`config.mk`:
```
export PLATFORM = sky130hd
export DESIGN_NAME = cfu_cmd_sequencer
export DESIGN_NICKNAME = d
export VERILOG_FILES = /design/src/rtl/cfu_cmd_sequencer.sv
export SDC_FILE = /design/constraint.sdc
export NUM_CORES = 1
export LEC_CHECK = 0
export CAP_MARGIN = 0
export CORE_MARGIN = 1.5
export CORE_UTILIZATION = 24
export CTS_CLUSTER_DIAMETER = 200
export DETAILED_ROUTE_END_ITERATION = 8
export PLACE_DENSITY = 0.41
export RECOVER_POWER = 100
export SLEW_MARGIN = 30
export SYNTH_ARGS = -nofsm -noshare
export SYNTH_HDL_FRONTEND = slang
export SYNTH_SLANG_ARGS = --single-unit
```
`constraint.sdc`:
```
create_clock -name clk -period 40.1 [get_ports clk]
set_clock_uncertainty 0.05 [all_clocks]
set_input_delay 12.03 -clock clk [delete_from_list [all_inputs] [get_ports clk]]
set_output_delay 12.03 -clock clk [all_outputs]
set_load 0.02 [all_outputs]
```
`src/rtl/cfu_cmd_sequencer.sv`:
```
// CFU command sequencer: buffers upstream commands, issues them to a CFU
// under response-buffer credit, and returns results in order downstream.
module cfu_cmd_sequencer #(
    parameter int CMD_DEPTH = 4,
    parameter int RSP_DEPTH = 4
) (
    input  logic        clk,
    input  logic        reset,
    input  logic        s_valid,
    output logic        s_ready,
    input  logic [9:0]  s_function_id,
    input  logic [31:0] s_inputs_0,
    input  logic [31:0] s_inputs_1,
    output logic        cmd_valid,
    input  logic        cmd_ready,
    output logic [9:0]  cmd_payload_function_id,
    output logic [31:0] cmd_payload_inputs_0,
    output logic [31:0] cmd_payload_inputs_1,
    input  logic        rsp_valid,
    output logic        rsp_ready,
    input  logic [31:0] rsp_payload_outputs_0,
    output logic        m_valid,
    input  logic        m_ready,
    output logic [31:0] m_data,
    output logic        busy,
    output logic [15:0] issued_count,
    output logic [15:0] completed_count,
    output logic        proto_err
);
    localparam int CAW = $clog2(CMD_DEPTH);
    localparam int RAW = $clog2(RSP_DEPTH);

    logic [9:0]   cmd_fid_q [CMD_DEPTH];
    logic [31:0]  cmd_in0_q [CMD_DEPTH];
    logic [31:0]  cmd_in1_q [CMD_DEPTH];
    logic [9:0]   cmd_fid_d [CMD_DEPTH];
    logic [31:0]  cmd_in0_d [CMD_DEPTH];
    logic [31:0]  cmd_in1_d [CMD_DEPTH];
    logic [CAW-1:0] cmd_wr_q, cmd_wr_d, cmd_rd_q, cmd_rd_d;
    logic [CAW:0]   cmd_cnt_q, cmd_cnt_d;

    logic [31:0]  rsp_mem_q [RSP_DEPTH];
    logic [31:0]  rsp_mem_d [RSP_DEPTH];
    logic [RAW-1:0] rsp_wr_q, rsp_wr_d, rsp_rd_q, rsp_rd_d;
    logic [RAW:0]   rsp_cnt_q, rsp_cnt_d;

    logic [RAW:0]   outstanding_q, outstanding_d;
    logic [15:0]    issued_q, issued_d, completed_q, completed_d;
    logic           proto_err_q, proto_err_d;

    logic           cmd_empty, cmd_full, rsp_empty, has_credit;
    logic           cmd_push, cmd_fire, rsp_fire, rsp_pop;
    logic [RAW+1:0] credit_used;

    // Handshake decode; cmd_valid depends only on registered state so a
    // combinational CFU cannot close a loop through cmd_ready/rsp_valid.
    always_comb begin
        cmd_empty   = (cmd_cnt_q == '0);
        cmd_full    = (cmd_cnt_q == (CAW+1)'(CMD_DEPTH));
        rsp_empty   = (rsp_cnt_q == '0);
        credit_used = {1'b0, outstanding_q} + {1'b0, rsp_cnt_q};
        has_credit  = (credit_used < (RAW+2)'(RSP_DEPTH));
        s_ready     = !cmd_full;
        cmd_valid   = !cmd_empty && has_credit;
        rsp_ready   = (outstanding_q != '0) || cmd_valid;
        m_valid     = !rsp_empty;
        cmd_push    = s_valid && s_ready;
        cmd_fire    = cmd_valid && cmd_ready;
        rsp_fire    = rsp_valid && rsp_ready;
        rsp_pop     = m_valid && m_ready;
        busy        = !cmd_empty || (outstanding_q != '0) || !rsp_empty;
        cmd_payload_function_id = cmd_fid_q[cmd_rd_q];
        cmd_payload_inputs_0    = cmd_in0_q[cmd_rd_q];
        cmd_payload_inputs_1    = cmd_in1_q[cmd_rd_q];
        m_data          = rsp_mem_q[rsp_rd_q];
        issued_count    = issued_q;
        completed_count = completed_q;
        proto_err       = proto_err_q;
    end

    // Next-state for both FIFOs, the in-flight counter and the statistics.
    always_comb begin
        cmd_fid_d     = cmd_fid_q;
        cmd_in0_d     = cmd_in0_q;
        cmd_in1_d     = cmd_in1_q;
        cmd_wr_d      = cmd_wr_q;
        cmd_rd_d      = cmd_rd_q;
        cmd_cnt_d     = cmd_cnt_q;
        rsp_mem_d     = rsp_mem_q;
        rsp_wr_d      = rsp_wr_q;
        rsp_rd_d      = rsp_rd_q;
        rsp_cnt_d     = rsp_cnt_q;
        outstanding_d = outstanding_q;
        issued_d      = issued_q;
        completed_d   = completed_q;
        proto_err_d   = proto_err_q;

        if (cmd_push) begin
            cmd_fid_d[cmd_wr_q] = s_function_id;
            cmd_in0_d[cmd_wr_q] = s_inputs_0;
            cmd_in1_d[cmd_wr_q] = s_inputs_1;
            cmd_wr_d            = cmd_wr_q + CAW'(1);
        end
        if (cmd_fire) begin
            cmd_rd_d = cmd_rd_q + CAW'(1);
            issued_d = issued_q + 16'd1;
        end
        case ({cmd_push, cmd_fire})
            2'b10:   cmd_cnt_d = cmd_cnt_q + (CAW+1)'(1);
            2'b01:   cmd_cnt_d = cmd_cnt_q - (CAW+1)'(1);
            default: cmd_cnt_d = cmd_cnt_q;
        endcase

        if (rsp_fire) begin
            rsp_mem_d[rsp_wr_q] = rsp_payload_outputs_0;
            rsp_wr_d            = rsp_wr_q + RAW'(1);
            completed_d         = completed_q + 16'd1;
        end
        if (rsp_pop) begin
            rsp_rd_d = rsp_rd_q + RAW'(1);
        end
        case ({rsp_fire, rsp_pop})
            2'b10:   rsp_cnt_d = rsp_cnt_q + (RAW+1)'(1);
            2'b01:   rsp_cnt_d = rsp_cnt_q - (RAW+1)'(1);
            default: rsp_cnt_d = rsp_cnt_q;
        endcase

        case ({cmd_fire, rsp_fire})
            2'b10:   outstanding_d = outstanding_q + (RAW+1)'(1);
            2'b01:   outstanding_d = outstanding_q - (RAW+1)'(1);
            default: outstanding_d = outstanding_q;
        endcase

        // A response with nothing issued and nothing issuable is unsolicited.
        if (rsp_valid && (outstanding_q == '0) && !cmd_valid) begin
            proto_err_d = 1'b1;
        end
    end

    // State registers; storage is cleared so payload outputs read zero after reset.
    always_ff @(posedge clk or posedge reset) begin
        if (reset) begin
            for (int i = 0; i < CMD_DEPTH; i++) begin
                cmd_fid_q[i] <= '0;
                cmd_in0_q[i] <= '0;
                cmd_in1_q[i] <= '0;
            end
            for (int i = 0; i < RSP_DEPTH; i++) begin
                rsp_mem_q[i] <= '0;
            end
            cmd_wr_q      <= '0;
            cmd_rd_q      <= '0;
            cmd_cnt_q     <= '0;
            rsp_wr_q      <= '0;
            rsp_rd_q      <= '0;
            rsp_cnt_q     <= '0;
            outstanding_q <= '0;
            issued_q      <= '0;
            completed_q   <= '0;
            proto_err_q   <= 1'b0;
        end else begin
            cmd_fid_q     <= cmd_fid_d;
            cmd_in0_q     <= cmd_in0_d;
            cmd_in1_q     <= cmd_in1_d;
            rsp_mem_q     <= rsp_mem_d;
            cmd_wr_q      <= cmd_wr_d;
            cmd_rd_q      <= cmd_rd_d;
            cmd_cnt_q     <= cmd_cnt_d;
            rsp_wr_q      <= rsp_wr_d;
            rsp_rd_q      <= rsp_rd_d;
            rsp_cnt_q     <= rsp_cnt_d;
            outstanding_q <= outstanding_d;
            issued_q      <= issued_d;
            completed_q   <= completed_d;
            proto_err_q   <= proto_err_d;
        end
    end
endmodule
```
==> results.toml, run 1 <==
[run_status]
status = "finished with violations"
violations = "max-capacitance violations, max-slew violations"

[clock_tree]
cts_resized = 0
htree_levels = 2
insertion_delay_ns = 0.62
clock_sinks = 474
post_cts.repair.setup_buffers = 0
clockBufferDepth = 3
clockRootBuffer = "clkbuf_16"
cts_tree = "done"
cts_made_buffers = 57
cts_hold_buf = 0
cts.clk_slew.worst_paths_ns = 0.06

[pwr]
worst_ir_drop_vdd_v = 0.00004229
leakage_nw = 10.77
powerDensity_nw_per_um2 = 93.77
fin_total_pwr_mw = 2.456

[global_routing]
grt_util_all_layers_pct = 12.18
grt_pass1_vias = 13280
grt_pass1_wl_microns = 84620
antenna_found_initial = 7
grt_overflow = 0
grt_max_degree = 156

[critical_path]
critPathArrivalTime_ns = 22.26
path_max_fanout = 130
cp-start-kind = "primary input"
r2r_slack_ns = 34.37
cp_top_family = "buffers and inverters"
crit_path_frequent_cell = "clkbuf_1"
crit_chain = "dlygate4sd3_1, clkinvlp_2, clkbuf_1, clkbuf_1"
rr_startpoint = "outstanding_q[2]"
crit_slowest_cell = "clkbuf_1"
slowest_delay_ns = 4.36
reg2reg_depth = 5
crit_required_ns = 38.39
cp-end-kind = "async pin"
r2r_end = "rsp_mem_q[57]"
path_buf_inv = 4
worst-setup-path-type = "in2async"

[timing]
fin_setup_tns_ns = 0
period_minus_slack_ns = 23.98
grt_setup_unrepaired = "false"
setup_violations = 0
hold_viol = 0
fmax_ghz = 0.04171
relSlewSlack_pct = -306.6
worstMarginPinSlew_ns = 6.100
period_share_pct = 59.79
fin_ws_ns = 16.12
finalMaxSlewViolations = 992

[drt]
wirelength_microns = 54130
drt_pre_antenna_iters = 4
wl_per_cell_microns = 19.96
drc = 0
vias_per_cell = 4.303
ant_nets = 0
vias = 11670
drt_iter0_drc = 351

[synthesis]
avgSynthCellArea_sq_um = 16.85
synth.area.top_cells = "dfrtp_1 (56%), mux2_2 (16%), mux4_2 (11%)"
netlist.area_leader.share_pct = 56.04
async_reset_ff_share_pct = 100.0
syn_area_sq_um = 21170
synth_top_area_cell = "dfrtp_1"
synthTopCellsByCount = "dfrtp_1 (474), mux2_2 (306), mux2_4 (120), mux4_2 (106), buf_2 (37)"
synthesis.nets = 1386
ys_seq_elements = 474
yosys_warnings = 0
yosysSeqAreaShare_pct = 56.04
netlist_instances = 1256
synth_most_common_cell = "dfrtp_1"
synth_edf_count = 0
synth.distinct_cells = 32
synth_flop_cell = "dfrtp_1"

[die]
io_pins = 256
dieArea_sq_um = 89980
core_sq_um = 87020
row_count = 108
fp.dieH_microns = 300.0
die_w_microns = 300.0
initial_utilization_pct = 24.32

[run]
maxCapViolations = 18

[place]
dp_hpwl_microns = 31940
gp_congestion = 0.6899
dpl_worst_slack_ns = 24.59
io_buffers = 255

[layout]
synthToLayoutAreaGrowth_pct = 23.73
drive_gt1_share_pct = 32.84
fillers = 8760
final_nets = 1638

[hold_path]
hold_class = "reg2reg"
whs_path_depth = 1
hold_end = "completed_count[15]"
worstHoldStart = "completed_count[15]"
==> logic make-up (layout without fill, tap and decap cells) <==
kind of cell	count (synthesis)	after routing	share of synthesized area, %
muxes	534	534	36.17
DFF	474	474	56.04
and+or+nand+nor	92	92	2.323
buffers and inverters	88	388	2.205
xor gates and xnor gates	45	45	1.862
adders and majority gates	18	18	1.171
AOI/OAI and AO/OA	5	5	0.2306
other	0	1	0
==> final cells by class <==
cell class	count	area (sq um)	area share, %
multi-input combinational	694	8341	31.85
inverter	16	61.31	0.2341
clock inverter	11	87.58	0.3344
antenna	1	2.502	0.009556
timing repair buffer	265	2609	9.962
clock buffer	96	1774	6.775
tap	1155	1445	5.518
sequential	474	11870	45.32
==> metal layers <==
| metal | part of all wire [%] | up-vias | GRT usage [%] |
|---|---|---|---|
| met3 | 4.4 | 84 | 2.717 |
| met2 | 49 | 207 | 20.25 |
| met1 | 45 | 6220 | 15.96 |
| met5 | 0.15 | - | 0 |
| li1 | - | 5148 | - |
| met4 | 2.0 | 12 | 3.211 |
==> worst max path at each step <==
stage	from	to	slack (ns)	cells past startpoint
6_report	reset	cmd_rd_q[0]	16.12	4
5_1_grt	reset	cmd_rd_q[0]	13.24	4
4_1_cts	cmd_rd_q[0]	cmd_payload_function_id[2]	23.91	4
3_5_place_dp	cmd_rd_q[0]	cmd_payload_function_id[2]	24.59	4
3_3_place_gp	cmd_rd_q[0]	cmd_payload_inputs_1[14]	24.62	4
2_1_floorplan	reset	cmd_cnt_q[0]	14.80	1
==> stage by stage <==
| stage | area [sq um] | hold slack (ns) | util (%) | instances |
|---|---|---|---|---|
| after global placement | 24920 | 0.4207 | 28.63 | 2603 |
| after global routing | 26190 | 0.4525 | 30.09 | 2712 |
| after CTS | 26790 | 0.4319 | 30.78 | 2710 |
| final | 26190 | 0.4246 | 30.09 | 2712 |
| after floorplan | 21170 | 0.4112 | - | 1256 |
| after detailed placement | 24930 | 0.4145 | 28.64 | 2603 |
==> flip-flops by register name, indices dropped and copies added, names as in the netlist, 16 cells and up <==
register,flops
cmd_fid_q,40
cmd_in0_q,128
cmd_in1_q,128
completed_count,16
issued_count,16
rsp_mem_q,128
==> cells in the final DEF (no fill, tap or decap), types with 3 or more instances in the layout <==
| cell | count |
|---|---|
| mux4_2 | 106 |
| nand3_1 | 12 |
| buf_4 | 3 |
| nor2_1 | 10 |
| clkbuf_16 | 58 |
| inv_1 | 15 |
| xor2_1 | 15 |
| dlygate4sd3_1 | 146 |
| clkinv_2 | 7 |
| dfrtp_1 | 471 |
| ha_1 | 15 |
| fa_1 | 3 |
| mux2_2 | 306 |
| nor4_1 | 3 |
| nand2_1 | 34 |
| and3_1 | 3 |
| clkbuf_8 | 18 |
| nor3_1 | 9 |
| clkbuf_1 | 26 |
| nand4_1 | 13 |
| clkdlybuf4s50_1 | 109 |
| mux2_4 | 3 |
| xnor2_1 | 30 |
| mux2_1 | 117 |
==> where the power goes <==
| part | internal [mW] | switching, mW | leakage [nW] | total, mW |
|---|---|---|---|---|
| registers | 0.718 | 0.143 | 5.66 | 0.861 |
| clock network | 0.300 | 0.210 | 0.916 | 0.510 |
| logic | 0.598 | 0.486 | 4.20 | 1.08 |
Power figures use the tool's default switching activity.
==> inputs of run 2 (changes only) <==
- PLACE_DENSITY: 0.41 -> 0.42
- clock period: 40.1 -> 19.7 ns (I/O delays scaled with it)
==> results.toml, run 2 (synthesis results as in run 1) <==
[place]
io_buffers = 255
gp_congestion = 0.6805
dp_hpwl_microns = 31120
dpl_worst_slack_ns = 10.51

[global_routing]
grt_pass1_wl_microns = 82400
antenna_found_initial = 6
grt_pass1_vias = 13280
grt-busiest-layer = "met2"
use_met2_pct = 19.47
use_met1_pct = 14.90
grt_use_met3_pct = 3.736
grt_overflow = 0
grt_max_degree = 125
grt_util_all_layers_pct = 11.80

[die]
row_count = 108
dieArea_sq_um = 89980
io_pins = 256
initial_utilization_pct = 24.32
core_sq_um = 87020
die_w_microns = 300.0
fp.dieH_microns = 300.0

[timing]
fin_ws_ns = 7.734
grt_setup_unrepaired = "false"
relSlewSlack_pct = -272.4
fmax_ghz = 0.08357
setup_violations = 0
holdWs_ns = 0.4261
period_share_pct = 60.74
hold_viol = 0
finalMaxSlewViolations = 635
period_minus_slack_ns = 11.97
worstMarginPinSlew_ns = 5.556
fin_setup_tns_ns = 0

[critical_path]
cp-end-kind = "output port"
worst-setup-path-type = "reg2out"
startpoint = "cmd_rd_q[1]"
path_max_fanout = 41
crit_required_ns = 13.74
critPathArrivalTime_ns = 6.01
rr_startpoint = "cmd_cnt_q[0]"
cp-start-kind = "flop"

[drt]
vias = 11660
vias_per_cell = 4.299
wl_per_cell_microns = 19.26
drt_pre_antenna_iters = 4
drt_iter0_drc = 335
ant_nets = 0
drc = 0
wirelength_microns = 52210

[pwr]
powerDensity_nw_per_um2 = 191.4
leakage_nw = 10.83
worst_ir_drop_vdd_v = 0.00008467

[clock_tree]
cts.clk_slew.worst_paths_ns = 0.06
post_cts.repair.setup_buffers = 0
insertion_delay_ns = 0.61
clock_sinks = 474
clockRootBuffer = "clkbuf_16"
cts_tree = "done"
cts_hold_buf = 0
clockBufferDepth = 3
cts_resized = 0
htree_levels = 2
cts_made_buffers = 57

[hold_path]
hold_class = "reg2reg"
worstHoldStart = "issued_count[15]"

[run_status]
violations = "max-capacitance violations, max-slew violations"
status = "finished with violations"

[layout]
final_nets = 1641
top_regs = "cmd_in0_q (128), cmd_in1_q (128), rsp_mem_q (128)"
layout_commonest_cell = "dfrtp_1"
drive_gt1_share_pct = 33.20
layout_common_cells = "dfrtp_1 (471), mux2_2 (306), dlygate4sd3_1 (146)"
synthToLayoutAreaGrowth_pct = 24.28

[run]
maxCapViolations = 12
[run 2: cell types whose count changed in the layout (fill, tap and decap cells not counted), moves of 2 or more]
| cell | delta |
|---|---|
| bufinv_16 | +8 |
| clkinv_2 | +2 |
| buf_6 | +2 |
| clkbuf_1 | -8 |
| inv_6 | +3 |
| clkbuf_8 | -11 |
| clkinvlp_4 | +2 |
[run 2: final cells by class]
cell class | count | area (sq um)
Clock buffer | 77 | 1572
Sequential cell | 474 | 11870
Antenna cell | 2 | 5.005
Clock inverter | 25 | 351.6
Inverter | 16 | 61.31
Tap cell | 1155 | 1445
Fill cell | 8748 | 60720
Timing Repair Buffer | 268 | 2663
Multi-Input combinational cell | 694 | 8341
[run 2: per-layer routing]
layer  share of wire [%]  vias up
met4                 2.2        8
li1                    -     5160
met5                0.11        -
met1                  43     6184
met2                  48      218
met3                 6.5       85
[run 2: critical path, cell delays in order (launching register included)]
cell,delay [ns]
dfrtp_1,1.67
clkbuf_1,2.29
mux4_2,0.66
dlygate4sd3_1,0.71
[run 2: where the power goes]
group          internal [mW]  total, mW  switching, mW
Combinational           1.21       2.22           1.01
Clock                  0.661       1.09          0.426
Sequential              1.46       1.73          0.269
Total                   3.33       5.03           1.70
[run 2: path summary, 6_finish.rpt]
path,to,slack [ns],depth (start not counted)
worst max-delay path,cmd_payload_inputs_1[9],7.73,3
worst min-delay path,issued_count[15],0.43,1
worst max register to register,cmd_in1_q[19],13.92,5
worst min register to register,issued_count[15],0.43,1
max in group asynchronous,cmd_rd_q[0],9.02,4
min in group asynchronous,cmd_in1_q[26],7.43,2
[run 2: through the flow]
stage | cell area (sq um) | power (mW) | util [%] | instances
global route | 26300 | 5.379 | 30.22 | 2710
floorplan | 21170 | 3.336 | - | 1256
CTS | 26830 | 5.356 | 30.84 | 2707
finish | 26310 | 5.035 | 30.23 | 2711
global placement | 24900 | 4.182 | 28.62 | 2605
detailed placement | 24910 | 4.221 | 28.63 | 2605
==> inputs of run 3 (changes only) <==
- clock period: 19.7 -> 10.5 ns (I/O delays scaled with it)
==> results.toml, run 3 (synthesis results as in run 1) <==
[run_status]
status = "finished with violations"
violations = "max-capacitance violations, max-slew violations"

[layout]
final_nets = 1642
synthToLayoutAreaGrowth_pct = 24.93
layout_commonest_cell = "dfrtp_1"
drive_gt1_share_pct = 33.61
stdcell_count = 2715
layout_common_cells = "dfrtp_1 (472), mux2_2 (306), dlygate4sd3_1 (137)"
final_core_util_pct = 30.38
finalInstanceArea_sq_um = 26440
top_regs = "cmd_in0_q (128), cmd_in1_q (128), rsp_mem_q (128)"

[clock_tree]
cts.clk_slew.worst_paths_ns = 0.06
post_cts.repair.setup_buffers = 0
cts_tree = "done"
cts_made_buffers = 59
clockBufferDepth = 3
clockRootBuffer = "clkbuf_16"
clock_sinks = 474
cts_hold_buf = 0
insertion_delay_ns = 0.60
cts_resized = 0
htree_levels = 2

[timing]
holdWs_ns = 0.4124
period_share_pct = 76.73
fmax_ghz = 0.1241
worstMarginPinSlew_ns = 3.526
fin_ws_ns = 2.443
finalMaxSlewViolations = 385
relSlewSlack_pct = -135.1
grt_setup_unrepaired = "false"
hold_viol = 0
period_minus_slack_ns = 8.057
fin_setup_tns_ns = 0
setup_violations = 0

[die]
core_sq_um = 87020
io_pins = 256
row_count = 108
fp.dieH_microns = 300.0
initial_utilization_pct = 24.32
dieArea_sq_um = 89980
die_w_microns = 300.0

[global_routing]
antenna_found_initial = 8
grt_overflow = 0
grt_pass1_wl_microns = 82970
grt_pass1_vias = 13260
grt_util_all_layers_pct = 11.90
grt_max_degree = 170

[critical_path]
slowest_delay_ns = 2.15
crit_chain = "dlygate4sd3_1, a21boi_0, nand2_2, mux2_2"
path_max_fanout = 74
rr_startpoint = "cmd_cnt_q[0]"
worst-setup-path-type = "in2reg"
cp-end-kind = "flop"
cp_num_cells = 4
critPathArrivalTime_ns = 8.49
cp-start-kind = "primary input"
path_buf_inv = 1
crit_required_ns = 10.93
reg2reg_depth = 4
cp_top_family = "simple AND/OR/NAND/NOR gates"
startpoint = "s_valid"
crit_slowest_cell = "nand2_2"

[pwr]
fin_total_pwr_mw = 9.402
leakage_nw = 10.89
worst_ir_drop_vdd_v = 0.0001660
powerDensity_nw_per_um2 = 355.6

[drt]
wl_per_cell_microns = 19.41
wirelength_microns = 52690
drt_iter0_drc = 313
vias_per_cell = 4.341
drc = 0
ant_nets = 0
vias = 11790
drt_pre_antenna_iters = 4

[place]
gp_congestion = 0.6866
postPlaceCellArea_sq_um = 24930
io_buffers = 255
dp_hpwl_microns = 30620
dpl.cell_count = 2601
dpl_worst_slack_ns = 4.055

[run]
maxCapViolations = 11

[hold_path]
hold_class = "reg2reg"
worstHoldStart = "issued_count[15]"
whs_path_depth = 1
## run 3: cell count changes in the layout (fill, tap and decap cells not counted), sizes merged
cell / change
clkinv: +4
diode: -1
inv: -2
bufinv: -4
clkbuf: +10
buf: -1
clkdlybuf4s50: +9
dlygate4sd3: -9
clkinvlp: -2
## run 3: area by class of cell
cell class,instances,area [sq um]
Inverter,16,61.31
Clock buffer,87,1754
Clock inverter,21,222.7
Multi-Input combinational cell,694,8392
Tap cell,1155,1445
Antenna cell,1,2.502
Sequential cell,474,11860
Fill cell,8761,60580
Timing Repair Buffer,267,2700
## run 3: layer usage
metal | wire [microns] | global-route usage [%] | vias up | share of wire [%]
li1 | - | - | 5163 | -
met1 | 23410 | 15.43 | 6301 | 44
met2 | 24680 | 19.17 | 221 | 47
met3 | 3360 | 3.714 | 88 | 6.4
met4 | 1146 | 3.114 | 14 | 2.2
met5 | 87 | 0 | - | 0.17
## run 3: report_power, final
| group | internal, mW | leakage (nW) | switching [mW] | total, mW |
|---|---|---|---|---|
| Combinational | 2.21 | 4.24 | 1.90 | 4.12 |
| Sequential | 2.74 | 5.66 | 0.491 | 3.23 |
| Clock | 1.25 | 0.986 | 0.811 | 2.06 |
| Total | 6.20 | 10.9 | 3.20 | 9.40 |
## run 3: path summary, 6_finish.rpt
kind,to,slack [ns]
worst min-delay path,issued_count[15],0.41
min in group asynchronous,cmd_cnt_q[2],3.85
max in group asynchronous,cmd_in1_q[38],3.98
worst max-delay path,cmd_in1_q[114],2.44
worst min register to register,issued_count[15],0.41
worst max register to register,cmd_in1_q[114],5.01
